--- src/rtl/count_ones_sm.sv ---
// Serial ones-counter: captures a word on start and counts its set bits one per clock.
// Moore FSM with registered busy/done; restarts directly from WAITING on a new start.
//
// state      | meaning
// -----------+-----------------------------------------------------------
// S_IDLE     | after reset, waiting for the first start
// S_COUNTING | shifting the captured word right, accumulating bit 0
// S_WAITING  | shift register empty, bit_count valid until next start
module count_ones_sm #(
    parameter int counter_size = 3,
    parameter int word_size    = 4
) (
    input  logic                    clk,
    input  logic                    reset,
    input  logic [word_size-1:0]    data,
    input  logic                    start,
    output logic [counter_size-1:0] bit_count,
    output logic                    busy,
    output logic                    done
);

    typedef enum logic [1:0] {
        S_IDLE     = 2'b00,
        S_COUNTING = 2'b01,
        S_WAITING  = 2'b10
    } state_t;

    state_t                  r_state;
    logic [word_size-1:0]    r_temp;
    logic [counter_size-1:0] r_bit_count;
    logic                    r_busy;
    logic                    r_done;

    // busy/done are registered alongside the state so they mirror the state exactly
    always_ff @(posedge clk or negedge reset) begin
        if (!reset) begin
            r_state     <= S_IDLE;
            r_temp      <= '0;
            r_bit_count <= '0;
            r_busy      <= 1'b0;
            r_done      <= 1'b0;
        end else begin
            case (r_state)
                S_IDLE, S_WAITING: begin
                    if (start) begin
                        r_temp      <= data;
                        r_bit_count <= '0;
                        r_state     <= S_COUNTING;
                        r_busy      <= 1'b1;
                        r_done      <= 1'b0;
                    end
                end
                S_COUNTING: begin
                    if (r_temp != '0) begin
                        r_bit_count <= r_bit_count + counter_size'(r_temp[0]);
                        r_temp      <= r_temp >> 1;
                    end else begin
                        r_state <= S_WAITING;
                        r_busy  <= 1'b0;
                        r_done  <= 1'b1;
                    end
                end
                default: begin
                    r_state <= S_IDLE;
                    r_busy  <= 1'b0;
                    r_done  <= 1'b0;
                end
            endcase
        end
    end

    assign bit_count = r_bit_count;
    assign busy      = r_busy;
    assign done      = r_done;

endmodule

--- config.mk ---
export PLATFORM = sky130hd
export DESIGN_NAME = count_ones_sm
export DESIGN_NICKNAME = d
export VERILOG_FILES = /design/src/rtl/count_ones_sm.sv
export SDC_FILE = /design/constraint.sdc
export NUM_CORES = 1
export LEC_CHECK = 0
export CAP_MARGIN = 20
export CORE_MARGIN = 5
export CORE_UTILIZATION = 35
export CTS_CLUSTER_SIZE = 16
export DETAILED_ROUTE_END_ITERATION = 12
export GPL_TIMING_DRIVEN = 0
export PLACE_DENSITY = 0.58
export SKIP_CTS_REPAIR_TIMING = 1
export SYNTH_ARGS = -nofsm -noshare
export SYNTH_HDL_FRONTEND = slang
export SYNTH_SLANG_ARGS = --single-unit
--- constraint.sdc ---
create_clock -name clk -period 3.5 [get_ports clk]
set_input_delay 0.7 -clock clk [delete_from_list [all_inputs] [get_ports clk]]
set_output_delay 0.7 -clock clk [all_outputs]
set_load 0.1 [all_outputs]
==> impl_metrics.toml <==
[status]
outcome = "finished clean"

[place]
gp_congestion = 0.749
dp_cells = 84
port_buffers = 11
dpl.hpwl_um = 907
place_area_um2 = 662

[worst_setup_path]
worst-path-max-fanout = 7
crit_chain = "clkdlybuf4s50_1"
cp.arrival_ps = 1870
cp_slowest_cell = "clkdlybuf4s50_1"
cp.depth = 1
cp_slowest_stage_delay_ps = 1170
worstSetupStartpointType = "register"
path_class = "register to output port"
critPathCaptureType = "output port"
cp.required_ps = 2800
worst-path-buf-inv = 1
crit_family = "buffers and inverters"
ff2ff_path_depth = 4

[drt]
dr.pass1.iters = 4
drc = 0
wl_per_cell_um = 13.0
ant_nets = 0
num_vias = 463
wl_um = 1140
vias_per_cell = 5.26
drtIter0Drc = 8

[clock_network]
clockBufferDepth = 2
clkSinkCount = 10
cts_buffers = 3
h-tree-depth = 1
root_buffer = "clkbuf_4"
clkTransAtPathRegs_ps = 70
clock_latency_ps = 260
cts_tree = "yes"

[run]
drv_cap = 0

[global_route]
overflow = 0
grt_use_total_pct = 11.0
top_usage_layer = "met2"
grtUsageMet2_pct = 16.7
antenna_found_initial = 0
grt_start_max_net_pins = 11
grt_pass1_vias = 465
use_met3_pct = 3.06
grt_pass1_wl_um = 2010
met1_usage_pct = 13.2

[power]
power_per_cell_area_nw_per_um2 = 1080
total_leakage_power_nw = 0.296
ir_drop_v = 0.000343

[die]
die_h_um = 49.0
core_area_um2 = 1470
rows = 14
dieArea_um2 = 2400
start_util_pct = 36.1
die_w_um = 49.0
io-pin-count = 12

[synth]
seq_area_frac_synth_pct = 47.1
synthCells = 57
avgSynthCellArea_um2 = 9.33
ys_types = 25
synth_nets = 66
netlist_area_um2 = 532
synth_seq_cells = 10
synth-edff-count = 0
yosys_most_used_dff = "dfrtp_1"
yosysWarnings = 0
async_flop_share_pct = 100

[cells_and_area]
final_area_um2 = 698
fin_cells = 88
syn2layout_area_growth_pct = 31.3
n_antenna_cell = 0
nNetsFinal = 82
drive_gt1_share_pct = 8.33

[sta]
tns_ps = 0
slew_viol_final = 0
period_needed_ps = 2570
finalClockSkew_ps = 1.94
final_hold_viol_count = 0
fmax_mhz = 390
setup_viol = 0
rsz0062_at_grt = "no"
slew_headroom_pct = 35.2
worst_slew_pin_slew_ps = 968
fin_crit_sh_pct = 73.3

[min_path]
holdPathStages = 2
hp-class = "register to register"
==> registers in the layout, indices dropped and copies added, names as in the netlist <==
register   count
r_temp         4
bit_count      3
busy           1
done           1
r_state        1
==> layout by cell type, fill, tap and decap left out, drive strengths merged, types with 2 or more instances in the layout <==
cell type | synthesis | final
a21oi | 3 | 3
nand2 | 6 | 6
nor3 | 2 | 2
nor2 | 7 | 7
or2b | 2 | 2
and2b | 2 | 2
o32ai | 3 | 3
ha | 2 | 2
clkdlybuf4s50 | 0 | 11
dfrtp | 10 | 10
clkbuf | 1 | 5
nand3 | 5 | 5
o211ai | 2 | 2
==> synth_stat cells, types with 2 or more instances <==
cell	n	area, µm²
nand2_1	6	22.5
a21oi_1	3	15.0
ha_1	2	25.0
nor2_1	7	26.3
o211ai_1	2	15.0
dfrtp_1	10	250
nor3_1	2	10.0
nand3_1	5	25.0
o32ai_1	3	26.3
or2b_1	2	15.0
==> logic make-up after synthesis <==
kind of cell | synth area share [%]
AOI/OAI and AO/OA | 15.8
buffers and inverters | 1.65
muxes | 1.88
adders and majority gates | 4.71
and+or+nand+nor | 28.9
DFF | 47.1
==> power by group <==
part           switching, mW  internal [mW]
Sequential            0.0557          0.167
Clock                 0.0399         0.0631
Combinational          0.289          0.139
==> layer usage <==
| layer | routed length (µm) | vias to the layer above |
|---|---|---|
| met5 | 0 | - |
| met4 | 15 | 0 |
| met2 | 530 | 10 |
| met3 | 69 | 2 |
| met1 | 527 | 209 |
| li1 | - | 242 |
==> final cells by class <==
type                            instances  area (µm²)
Buffer                                  2        8.76
Clock buffer                            4        36.3
Fill cell                             152         773
Multi-Input combinational cell         45         273
Sequential cell                        10         250
Tap cell                               16        20.0
Timing Repair Buffer                   11         110
==> path summary, 6_finish.rpt <==
| path | end | from | slack [ps] |
|---|---|---|---|
| worst max-delay path | done | done | 930 |
| worst min-delay path | busy | busy | 550 |
| worst max register to register | r_temp[0] | r_temp[2] | 2070 |
| worst min register to register | busy | busy | 550 |
| max in group asynchronous | r_temp[2] | reset | 2450 |
| min in group asynchronous | bit_count[1] | reset | 750 |
==> through the flow <==
| stage | setup slack [ps] | power, mW | util, % | hold slack (ps) |
|---|---|---|---|---|
| after floorplan | 1710 | 0.551 | - | 404 |
| after global placement | 1210 | 0.652 | 45.0 | 532 |
| after detailed placement | 1210 | 0.655 | 45.0 | 528 |
| after CTS | 915 | 0.760 | 47.4 | 545 |
| after global routing | 863 | 0.818 | 47.4 | 604 |
| final | 933 | 0.753 | 47.4 | 549 |
No activity file was read; power rests on OpenSTA's default activity.
